## config.mk

```make
export PLATFORM = sky130hd
export DESIGN_NAME = data_arbiter
export DESIGN_NICKNAME = d
export VERILOG_FILES = /design/src/rtl/data_arbiter.sv
export SDC_FILE = /design/constraint.sdc
export NUM_CORES = 1
export LEC_CHECK = 0
export BUFFER_PORTS_ARGS = -buffer_cell sky130_fd_sc_hd__clkbuf_2
export CAP_MARGIN = 20
export CORE_ASPECT_RATIO = 0.9
export CORE_MARGIN = 3
export CORE_UTILIZATION = 35
export CTS_BUF_LIST = sky130_fd_sc_hd__clkbuf_4
export CTS_CLUSTER_DIAMETER = 40
export CTS_CLUSTER_SIZE = 8
export DETAILED_ROUTE_END_ITERATION = 6
export PLACE_DENSITY_LB_ADDON = 0.12
export SYNTH_ARGS = -nofsm -noshare
export SYNTH_HDL_FRONTEND = slang
export SYNTH_SLANG_ARGS = --single-unit
```

## constraint.sdc

```tcl
create_clock -name clk_in -period 2.8 [get_ports clk_in]
set_clock_uncertainty 0.1 [all_clocks]
set_input_delay 0.42 -clock clk_in [delete_from_list [all_inputs] [get_ports clk_in]]
set_output_delay 0.42 -clock clk_in [all_outputs]
set_load 0.05 [all_outputs]
```

## src/rtl/data_arbiter.sv

```systemverilog
// Store write buffer plus round-robin load channels sharing ramctrl's single data port.
// Optional macro LD_BYPASS_EN: loads overtake buffered stores to different words.
module data_arbiter #(
    parameter int ADDR_W   = 32,
    parameter int DATA_W   = 32,
    parameter int NUM_LD   = 2,
    parameter int SQ_DEPTH = 4
) (
    input  logic                       clk_in,
    input  logic                       rst_n_in,
    input  logic                       rdy_in,
    input  logic                       rob_rst_in,
    input  logic                       rob_st_en_in,
    input  logic [2:0]                 rob_st_width_in,
    input  logic [ADDR_W-1:0]          rob_st_addr_in,
    input  logic [DATA_W-1:0]          rob_st_data_in,
    output logic                       st_full_out,
    output logic                       st_ack_out,
    input  logic [NUM_LD-1:0]          ld_en_in,
    input  logic [NUM_LD*ADDR_W-1:0]   ld_addr_in,
    input  logic [NUM_LD*3-1:0]        ld_width_in,
    input  logic [NUM_LD-1:0]          ld_sgn_in,
    output logic [NUM_LD-1:0]          ld_done_out,
    output logic [DATA_W-1:0]          ld_data_out,
    output logic                       ram_en_out,
    output logic                       ram_rw_out,
    output logic                       ram_sgn_out,
    output logic [2:0]                 ram_width_out,
    output logic [ADDR_W-1:0]          ram_addr_out,
    output logic [DATA_W-1:0]          ram_data_out,
    input  logic                       ram_rdy_in,
    input  logic [DATA_W-1:0]          ram_data_in
);
    localparam int PTR_W = $clog2(SQ_DEPTH);
    localparam int CNT_W = PTR_W + 1;
    localparam int RR_W  = (NUM_LD > 1) ? $clog2(NUM_LD) : 1;

    typedef enum logic [1:0] {IDLE, RDATA, WDATA, OK} state_t;

    state_t state, state_nx;

    logic [ADDR_W-1:0] sq_addr  [SQ_DEPTH];
    logic [DATA_W-1:0] sq_data  [SQ_DEPTH];
    logic [2:0]        sq_width [SQ_DEPTH];
    logic [PTR_W-1:0]  head, tail;
    logic [CNT_W-1:0]  count;
    logic [RR_W-1:0]   rr_ptr, gnt, ld_pick;
    logic [NUM_LD-1:0] ld_req;
    logic              full, empty, push, pop, flush, ld_any, take_st, take_ld;

    assign full        = (count == CNT_W'(SQ_DEPTH));
    assign empty       = (count == '0);
    assign st_full_out = full || !rdy_in;
    assign push        = rdy_in && rob_st_en_in && !full;
    assign pop         = rdy_in && (state == WDATA) && ram_rdy_in;
    assign flush       = rdy_in && rob_rst_in;

`ifdef LD_BYPASS_EN
    // A load touching a word still sitting in the buffer must wait for it to drain.
    always_comb begin
        ld_req = ld_en_in;
        for (int c = 0; c < NUM_LD; c++) begin
            for (int e = 0; e < SQ_DEPTH; e++) begin
                if ({1'b0, PTR_W'(e) - head} < count &&
                    sq_addr[e][ADDR_W-1:2] == ld_addr_in[c*ADDR_W+2 +: ADDR_W-2])
                    ld_req[c] = 1'b0;
            end
        end
    end
    assign take_st = !empty && (full || !ld_any || flush);
`else
    assign ld_req  = ld_en_in;
    assign take_st = !empty;
`endif
    assign take_ld = !take_st && ld_any && !flush;

    // Scan from the farthest offset down so the nearest requester at/after rr_ptr wins.
    always_comb begin
        ld_any  = 1'b0;
        ld_pick = '0;
        for (int k = NUM_LD - 1; k >= 0; k--) begin
            if (ld_req[(int'(rr_ptr) + k) % NUM_LD]) begin
                ld_any  = 1'b1;
                ld_pick = RR_W'((int'(rr_ptr) + k) % NUM_LD);
            end
        end
    end

    always_comb begin
        state_nx = state;
        case (state)
            IDLE:    if (take_st) state_nx = WDATA;
                     else if (take_ld) state_nx = RDATA;
            RDATA:   if (flush) state_nx = IDLE;
                     else if (ram_rdy_in) state_nx = OK;
            WDATA:   if (ram_rdy_in) state_nx = OK;
            default: state_nx = IDLE;
        endcase
    end

    always_ff @(posedge clk_in) begin
        if (push) begin
            sq_addr[tail]  <= rob_st_addr_in;
            sq_data[tail]  <= rob_st_data_in;
            sq_width[tail] <= rob_st_width_in;
        end
    end

    always_ff @(posedge clk_in or negedge rst_n_in) begin
        if (!rst_n_in) begin
            state         <= IDLE;
            head          <= '0;
            tail          <= '0;
            count         <= '0;
            rr_ptr        <= '0;
            gnt           <= '0;
            st_ack_out    <= 1'b0;
            ld_done_out   <= '0;
            ld_data_out   <= '0;
            ram_en_out    <= 1'b0;
            ram_rw_out    <= 1'b0;
            ram_sgn_out   <= 1'b0;
            ram_width_out <= '0;
            ram_addr_out  <= '0;
            ram_data_out  <= '0;
        end else if (rdy_in) begin
            state      <= state_nx;
            st_ack_out <= push;
            if (push) tail <= tail + 1'b1;
            if (pop)  head <= head + 1'b1;
            if (push && !pop)      count <= count + 1'b1;
            else if (pop && !push) count <= count - 1'b1;
            if (state == OK || flush) ld_done_out <= '0;
            case (state)
                IDLE: begin
                    if (take_st) begin
                        ram_en_out    <= 1'b1;
                        ram_rw_out    <= 1'b1;
                        ram_sgn_out   <= 1'b0;
                        ram_width_out <= sq_width[head];
                        ram_addr_out  <= sq_addr[head];
                        ram_data_out  <= sq_data[head];
                    end else if (take_ld) begin
                        ram_en_out    <= 1'b1;
                        ram_rw_out    <= 1'b0;
                        ram_sgn_out   <= ld_sgn_in[ld_pick];
                        ram_width_out <= ld_width_in[int'(ld_pick)*3 +: 3];
                        ram_addr_out  <= ld_addr_in[int'(ld_pick)*ADDR_W +: ADDR_W];
                        ram_data_out  <= '0;
                        gnt           <= ld_pick;
                        rr_ptr        <= (int'(ld_pick) == NUM_LD - 1) ? '0 : ld_pick + 1'b1;
                    end
                end
                RDATA: begin
                    // A flush abandons the read; the result is never delivered.
                    if (flush) begin
                        ram_en_out <= 1'b0;
                    end else if (ram_rdy_in) begin
                        ram_en_out       <= 1'b0;
                        ld_data_out      <= ram_data_in;
                        ld_done_out[gnt] <= 1'b1;
                    end
                end
                WDATA: if (ram_rdy_in) ram_en_out <= 1'b0;
                default: ;
            endcase
        end
    end
endmodule

```

==> flow_summary.yaml, run 1 <==
synthesis:
  synth.top_cells.by_area: "edfxtp_1 (55%), dfrtp_1 (20%), mux4_2 (10%), mux2_2 (2.6%), nand2_1 (2.0%)"
  synth_top_area_share_pct: 54.8
  synth_common_cells: "edfxtp_1 (268), dfrtp_1 (116), nand2_1 (78)"
  syn_area_um2: 14700
  synth-edff-count: 268
  ys_warn_count: 0
  syn_nets: 969
  syn-instance-count: 780
  synth_ff_type: "edfxtp_1"
  async_reset_ff_share_pct: 30.2
  yosysTopAreaCell: "edfxtp_1"
  synth.avg_cell_area_um2: 18.8
  synth-seq-cells: 384
  yosysMostFrequentCell: "edfxtp_1"
  synth_cell_type_count: 43
  yosysSeqAreaShare_pct: 74.5
pwr:
  clockPowerShare_pct: 22.0
  swShare_pct: 37.9
  pwr-share-comb_pct: 39.2
  leakage_nw: 7.76
  p_switching_mw: 7.86
  powerDensity_nw_per_um2: 1050
  internal_power_mw: 12.9
  p_seq_share_pct: 38.9
  ir_worst_vdd_uv: 597
timing:
  grt_setup_unrepaired: "no"
  final-setup-viol-count: 0
  slew_viol_final: 0
  hold_violations: 0
  timing.setup.tns_ns: 0
  timing.max_slew.rel_slack_pct: 63.8
  timing.fmax_mhz: 386
  finalCritPeriodShare_pct: 92.6
  fin_crit_ns: 2.59
  tightest_slew_ns: 0.542
grt:
  grt_max_degree: 48
  grt_pass1_wl_mm: 58.1
  grt_pass1_vias: 9919
  grt_overflow: 0
  antenna_found_initial: 3
  grt_usage_pct: 16.8
worst_setup_path:
  path_class: "flip-flop to flip-flop"
  cp_data_required_time_ns: 3.34
  path_cells: "inv_1 > ha_1 > nand2_2 > nor3_4 > buf_4 > a31oi_1 > dlygate4sd3_1"
  cp_slowest_stage_delay_ns: 0.58
  crit_path_end_kind: "flip-flop"
  slowest_stage: "dlygate4sd3_1"
  cp.arrival_ns: 3.13
  startpoint_type: "flip-flop"
  cp_max_fo: 24
  reg2reg_depth: 7
floorplanning:
  initial_core_util_pct: 35.8
  rows: 70
  ios: 285
  die_h_um: 200
  coreArea_um2: 41000
  dieWidth_um: 222
  dieArea_um2: 44500
finish:
  fillers: 3569
  fin_nets: 1487
  drive_gt1_share_pct: 40.8
  regArea_um2: 11000
  syn2layout_area_growth_pct: 34.9
  multi_input_area_um2: 3490
  fin_util_pct: 48.4
route:
  drtIter0Drc: 542
  first_pass_iters: 4
  drt.antenna.violating_nets: 0
  drt_wl_total_mm: 37.4
  drc_errors: 0
  vias_per_cell: 4.84
  wl_per_cell_um: 19.7
  vias: 9181
clocking:
  cts_tree: "done"
  cts_sinks: 384
  numCtsBuffers: 67
  htree_num_levels: 3
  clockBufferDepth: 3
  clk_latency_ns: 0.77
  root_buffer: "clkbuf_4"
  clk_pin_slew_ns: 0.09
run_status:
  outcome: "complete, no violations"
hold_path:
  min_path_type: "input pin to asynchronous set/reset pin"
placement:
  portBuffers: 284
  hpwl_mm: 22.5
  gp_congestion: 0.741
run:
  cap_viol_max_count: 0
==> critical path: cells and delay by family, from the launching register on <==
kind	cells	cell delay, ns
simple gates	2	0.47
compound gates	1	0.13
buf+inv	3	1.02
fa+ha+maj	1	0.31
flops	1	0.42
==> state kept, by name, indices dropped and copies added, names as in the netlist <==
register	count
sq_addr	128
ram_sgn_out	1
ram_addr_out	32
head	2
ram_data_out	32
ram_rw_out	1
ld_data_out	32
state	2
sq_width	12
tail	2
count	3
ram_width_out	3
st_ack_out	1
gnt	1
ram_en_out	1
rr_ptr	1
sq_data	128
ld_done_out	2
==> layout make-up <==
type | count | share of cell area, %
clock inverters | 25 | 1.81
well taps | 540 | 3.41
repair buffers | 493 | 18.1
clock buffers | 95 | 3.60
multi-input cells | 343 | 17.6
flip-flops and latches | 384 | 55.3
inverters | 9 | 0.170
diodes | 6 | 0.0757
==> worst paths after layout <==
kind | startpoint | slack, ns | endpoint
max | state[0] | 0.21 | ram_addr_out[27]
min | rst_n_in | 0.09 | ram_addr_out[6]
max reg2reg | state[0] | 0.21 | ram_addr_out[27]
min reg2reg | gnt | 0.36 | ld_done_out[0]
max in group asynchronous | rst_n_in | 1.77 | ld_data_out[1]
min in group clk_in | ld_en_in[1] | 0.15 | state[0]
==> placed cells by master, fill, tap and decap left out, drive strengths merged, types with 3 or more instances in the layout <==
cell type    synthesis  layout
bufinv               0       9
dfrtp              116     116
clkinvlp             0       4
diode                0       6
a31oi               33      33
dlygate4sd3          0     179
clkbuf              14     378
mux2                34      34
mux2i                4       4
ha                   9       9
mux4                67      67
a21oi                4       4
nor2                 4       4
edfxtp             268     268
a22o                32      32
o22ai               32      32
inv                  9      12
a21o                 4       4
xnor2                5       5
o21ai                9       9
clkinv               0       9
and2                 5       5
buf                 30      31
nand3                3       3
nand2               79      79
==> stage by stage <==
stage          setup slack (ns)  cells  power [mW]  area (µm²)  hold slack, ns
2_1_floorplan             0.514    780        13.6       14700          0.0244
5_1_grt                  0.0457   1895        21.9       19800          0.0215
3_3_place_gp              0.524   1589        15.7       16900           0.317
6_report                  0.207   1895        20.7       19800          0.0859
3_5_place_dp              0.514   1589        15.7       16900           0.328
4_1_cts                  0.0249   1888        21.0       19800          0.0112
==> per-layer routing <==
metal / GRT usage [%] / part of all wire [%] / wire, µm
met1: 22.0 / 44 / 16600
met2: 27.4 / 48 / 17800
met3: 5.23 / 6.3 / 2350
met4: 4.66 / 1.6 / 582
met5: 0 / 0.035 / 13
==> cells by family after synthesis <==
logic type               count (synthesis)  share of synthesized area (%)
multiplexers                           105                           13.2
AND/OR/NAND/NOR                         98                           3.02
AO/OA/AOI/OAI                          124                           5.97
adder cells (fa/ha/maj)                 10                          0.903
flip-flops                             384                           74.5
buffers and inverters                   53                           2.05
XOR/XNOR                                 6                          0.358
==> power groups by stage <==
stage | registers (mW) | logic (mW) | clock network, mW
after floorplan | 10.4 | 3.17 | 0
after global placement | 8.21 | 7.45 | 0
after detailed placement | 8.22 | 7.51 | 0
after CTS | 8.11 | 8.11 | 4.77
after global routing | 8.20 | 8.62 | 5.03
final | 8.05 | 8.13 | 4.55
==> repair_timing <==
action,4_1_cts,5_1_grt
buffers inserted,0,1
endpoints found under the hold margin,462,0
endpoints found under the setup margin,0,32
hold buffers,179,0
gates resized for setup,0,2
(Power assumes the default switching activity.)
==> inputs of run 2 (changes only) <==
PLACE_DENSITY = 0.55   (was not set)
PLACE_DENSITY_LB_ADDON = not set   (was 0.12)
==> run 2 against run 1 <==
Effect of this change:
- sequential power about the same
- sequential cell count unchanged
- total power shrank 3.6%
- largest cell class unchanged
- combinational power down 2.6%
- clock power shrank 13%
- cell area shrank 0.29%
- sequential share of layout area grew 0.16 points
- count of clock-buffer cells in the layout rose by 3
- register-to-register slack worse by 0.05 ns
==> flow_summary.yaml, run 2 (synthesized netlist as in run 1, its figures left out) <==
floorplanning:
  die_h_um: 200
  coreArea_um2: 41000
  ios: 285
  dieArea_um2: 44500
  dieWidth_um: 222
  rows: 70
  initial_core_util_pct: 35.8
hold_path:
  min_path_type: "input pin to flip-flop"
  whs_endpoint: "sq_data[2][6]"
  hold_depth: 2
  min_from: "rob_st_data_in[6]"
worst_setup_path:
  cp.arrival_ns: 3.20
  slowest_stage: "dlygate4sd3_1"
  r2r_end: "ram_addr_out[21]"
  crit_path_end_kind: "flip-flop"
  regToRegSetupSlack_ns: 0.16
  critPathBufInv: 3
  cp_max_fo: 35
  r2r_start: "state[0]"
  path_class: "flip-flop to flip-flop"
  reg2reg_depth: 7
  path_cells: "inv_1 > ha_1 > nand2_2 > nor3_4 > buf_4 > a31oi_1 > dlygate4sd3_1"
  cp_data_required_time_ns: 3.36
  cp_slowest_stage_delay_ns: 0.59
  crit_family: "buffers and inverters"
  startpoint_type: "flip-flop"
finish:
  fin_nets: 1487
  mostFrequentLayoutCell: "clkbuf_2"
  drive_gt1_share_pct: 40.8
  fillers: 3511
  reg_top3: "sq_addr (128), sq_data (128)"
  syn2layout_area_growth_pct: 34.6
  multi_input_area_um2: 3490
  final_cell_mix: "clkbuf_2 (283), edfxtp_1 (268), dlygate4sd3_1 (180)"
  regArea_um2: 11000
pwr:
  ir_worst_vdd_uv: 679
  p_seq_share_pct: 40.4
  leakage_nw: 7.75
  swShare_pct: 38.6
  clockPowerShare_pct: 19.9
  internal_power_mw: 12.3
  powerDensity_nw_per_um2: 1010
  pwr-share-comb_pct: 39.6
  p_switching_mw: 7.71
clocking:
  root_buffer: "clkbuf_4"
  cts_tree: "done"
  cts_setup_buffers: 0
  htree_num_levels: 2
  clk_latency_ns: 0.79
  cts_sinks: 384
  clockBufferDepth: 3
  clk_pin_slew_ns: 0.10
  numCtsBuffers: 61
run_status:
  outcome: "complete, no violations"
timing:
  final-setup-viol-count: 0
  grt_setup_unrepaired: "no"
  tightest_slew_ns: 0.519
  finalCritPeriodShare_pct: 94.2
  timing.max_slew.rel_slack_pct: 65.4
  timing.setup.tns_ns: 0
  slew_viol_final: 0
  fin_crit_ns: 2.64
  holdWs_ns: 0.269
  timing.fmax_mhz: 379
  hold_violations: 0
grt:
  grt_pass1_vias: 9872
  grt_overflow: 0
  antenna_found_initial: 5
  grt_usage_pct: 16.8
  grt_pass1_wl_mm: 58.0
  grt_max_degree: 46
route:
  drt_wl_total_mm: 36.8
  first_pass_iters: 5
  drtIter0Drc: 531
  drc_errors: 0
  wl_per_cell_um: 19.5
  drt.antenna.violating_nets: 0
  vias_per_cell: 4.84
  vias: 9158
placement:
  portBuffers: 284
  hpwl_mm: 23.6
  gp_congestion: 0.729
run:
  cap_viol_max_count: 0
run 2: cell types whose count changed in the layout (fill, tap and decap cells not counted), moves of 2 or more:
| cell | change |
|---|---|
| clkinv_1 | -2 |
| bufinv_16 | -5 |
| diode_2 | -2 |
| clkbuf_4 | +3 |
| inv_2 | -2 |
| buf_12 | +5 |
run 2: worst max path at each step:
stage | start | end | slack, ns | cells after the start
after floorplan | count[0] | sq_addr[0][0] | 0.51 | 5
after global placement | count[0] | count[2] | 0.52 | 9
after detailed placement | count[1] | count[2] | 0.48 | 9
after CTS | state[0] | ram_addr_out[13] | 0.02 | 6
after global routing | state[0] | ram_addr_out[20] | 0.04 | 7
final | state[0] | ram_addr_out[21] | 0.16 | 7
run 2: worst register-to-register path, cell delays in order, from the launching register on:
cell and delay [ns]:
dfrtp_1 0.42, inv_1 0.10, ha_1 0.33, nand2_2 0.20, nor3_4 0.21, buf_4 0.39, a31oi_1 0.19, dlygate4sd3_1 0.59
run 2: what timing repair did:
action,CTS,global route
hold buffers,181,0
gates resized for setup,0,2
hold endpoints to repair,463,0
setup endpoints to repair,0,18
run 2: power by group through the flow:
stage,Sequential (mW),Clock [mW],Combinational [mW]
3_3_place_gp,8.19,0,7.54
5_1_grt,8.24,4.44,8.44
2_1_floorplan,10.4,0,3.17
4_1_cts,8.10,4.17,8.05
6_report,8.08,3.98,7.92
3_5_place_dp,8.22,0,7.58
run 2: area by class of cell:
cell class,count,area share [%]
clock buffers,98,3.72
diodes,4,0.0506
clock inverters,16,0.981
well taps,540,3.42
multi-input cells,343,17.6
repair buffers,499,18.6
inverters,9,0.171
flip-flops and latches,384,55.4
run 2: stage by stage:
stage / setup slack [ns] / total power, mW / utilization [%] / area, µm² / cells
floorplan: 0.514 / 13.6 / - / 14700 / 780
global placement: 0.523 / 15.7 / 41.5 / 17000 / 1594
detailed placement: 0.480 / 15.8 / 41.5 / 17000 / 1594
CTS: 0.0150 / 20.3 / 48.2 / 19700 / 1889
global route: 0.0434 / 21.1 / 48.2 / 19800 / 1892
finish: 0.161 / 20.0 / 48.2 / 19800 / 1893
run 2: metal layers:
metal	share of wire [%]	global-route usage, %
met5	0.035	0
met4	2.1	5.41
met3	6.1	3.96
met2	47	26.8
met1	44	22.9
==> inputs of run 3 (changes only) <==
CORE_UTILIZATION = 52   (was 35)
PLACE_DENSITY = 0.77   (was 0.55)
==> run 3 against run 2 <==
Effect of this change:
- die area fell by 32%
- non-clock buffer count fell by 19
- maximum frequency fell by 1.1%
- register-to-register slack got worse by 0.03 ns
- wire length rose by 1.1%
- sequential share of layout area rose by 1.4 points
- global-route usage rose by 8.0 points
- via count rose by 2.9%
- critical endpoint is now ram_addr_out[25]
- first-iteration DRC count rose by 38%
- total power fell by 0.21%
- worst hold slack got worse by 0.17 ns
- highest routed layer unchanged
==> flow_summary.yaml, run 3 (synthesized netlist as in run 1, its figures left out) <==
grt:
  grt_pass1_vias: 10100
  grt_overflow: 0
  antenna_found_initial: 4
  grt_usage_pct: 24.8
  grt_pass1_wl_mm: 57.5
  grt_max_degree: 72
run_status:
  outcome: "complete, no violations"
worst_setup_path:
  crit_path_end_kind: "flip-flop"
  cp_data_required_time_ns: 3.26
  path_class: "flip-flop to flip-flop"
  critPathBufInv: 3
  cp_slowest_stage_delay_ns: 0.60
  crit_family: "buffers and inverters"
  startpoint_type: "flip-flop"
  path_cells: "inv_1 > ha_1 > nand2_2 > nor3_4 > buf_4 > a31oi_1 > dlygate4sd3_1"
  cp_max_fo: 35
  cp.arrival_ns: 3.13
  slowest_stage: "dlygate4sd3_1"
clocking:
  clockBufferDepth: 3
  numCtsBuffers: 56
  cts_sinks: 384
  cts_tree: "done"
  root_buffer: "clkbuf_4"
  htree_num_levels: 2
  clk_pin_slew_ns: 0.09
  clk_latency_ns: 0.71
  cts_setup_buffers: 0
finish:
  finish.instance_area_um2: 19300
  final_cell_mix: "clkbuf_2 (283), edfxtp_1 (268), dlygate4sd3_1 (173)"
  syn2layout_area_growth_pct: 31.2
  fillers: 1702
  fin_util_pct: 70.4
  reg_top3: "sq_addr (128), sq_data (128)"
  regArea_um2: 11000
  mostFrequentLayoutCell: "clkbuf_2"
  drive_gt1_share_pct: 40.0
  multi_input_area_um2: 3490
  fin_nets: 1463
hold_path:
  min_path_type: "input pin to flip-flop"
pwr:
  leakage_nw: 7.61
  ir_worst_vdd_uv: 855
  powerDensity_nw_per_um2: 1030
placement:
  gp_congestion: 0.770
  portBuffers: 284
  hpwl_mm: 21.7
  place_area_um2: 16700
floorplanning:
  ios: 285
  initial_core_util_pct: 53.6
  coreArea_um2: 27400
  die_h_um: 165
  dieWidth_um: 183
  dieArea_um2: 30300
  rows: 57
timing:
  finalCritPeriodShare_pct: 95.3
  timing.fmax_mhz: 375
  timing.max_slew.rel_slack_pct: 51.4
  fin_crit_ns: 2.67
  hold_violations: 0
  slew_viol_final: 0
  tightest_slew_ns: 0.729
  final-setup-viol-count: 0
route:
  drc_errors: 0
  vias_per_cell: 5.63
  drt_wl_total_mm: 37.2
  drt.antenna.violating_nets: 0
  vias: 9428
  drtIter0Drc: 735
  first_pass_iters: 5
  wl_per_cell_um: 22.2
run:
  cap_viol_max_count: 0
[run 3: layout make-up]
type	count	area share [%]
multi-input cells	343	18.1
well taps	354	2.30
diodes	3	0.0390
clock buffers	95	3.70
inverters	9	0.175
flip-flops and latches	384	56.9
clock inverters	8	0.623
repair buffers	480	18.2
[run 3: path summary, 6_finish.rpt]
| kind | from | end | slack (ns) | cells past startpoint |
|---|---|---|---|---|
| setup / recovery | state[0] | ram_addr_out[25] | 0.13 | 7 |
| hold / removal | rob_rst_in | ld_done_out[1] | 0.10 | 4 |
| setup reg to reg | state[0] | ram_addr_out[25] | 0.13 | 7 |
| hold reg to reg | gnt | ld_done_out[0] | 0.38 | 1 |
| max in group asynchronous | rst_n_in | ram_data_out[26] | 1.51 | 3 |
| min in group asynchronous | rst_n_in | ram_addr_out[0] | 0.22 | 2 |
[run 3: worst reg2reg max path, stage by stage, from the launching register on]
cell	delay (ns)
dfrtp_1	0.43
inv_1	0.11
ha_1	0.32
nand2_2	0.21
nor3_4	0.21
buf_4	0.41
a31oi_1	0.20
dlygate4sd3_1	0.60
[run 3: through the flow]
stage	hold slack (ns)	cells	TNS [ns]	setup slack [ns]	power (mW)
3_5_place_dp	0.365	1397	0	0.517	15.6
3_3_place_gp	0.347	1397	0	0.573	15.5
2_1_floorplan	0.0244	780	0	0.514	13.6
6_report	0.102	1676	0	0.133	19.9
5_1_grt	0.0695	1674	-0.00127	-0.00127	20.9
4_1_cts	0.0401	1673	0	0.0603	19.9
[run 3: where the power goes]
group          switching (mW)  total [mW]  internal (mW)
logic                    5.09        8.16           3.07
clock network            1.89        3.70           1.81
registers               0.740        8.07           7.33
total                    7.72        19.9           12.2
[run 3: per-layer routing]
layer  up-vias  global-route usage (%)  share of wire (%)
li1       4116                       -                  -
met1      4725                    33.1                 39
met2       506                    41.6                 51
met3        77                    5.67                8.5
met4         4                    7.20                2.0
met5         -                       0              0.056
[run 3: repair_timing]
item	4_1_cts	5_1_grt
setup endpoints to repair	0	32
hold buffers	173	0
resized for setup	0	2
endpoints found under the hold margin	407	0
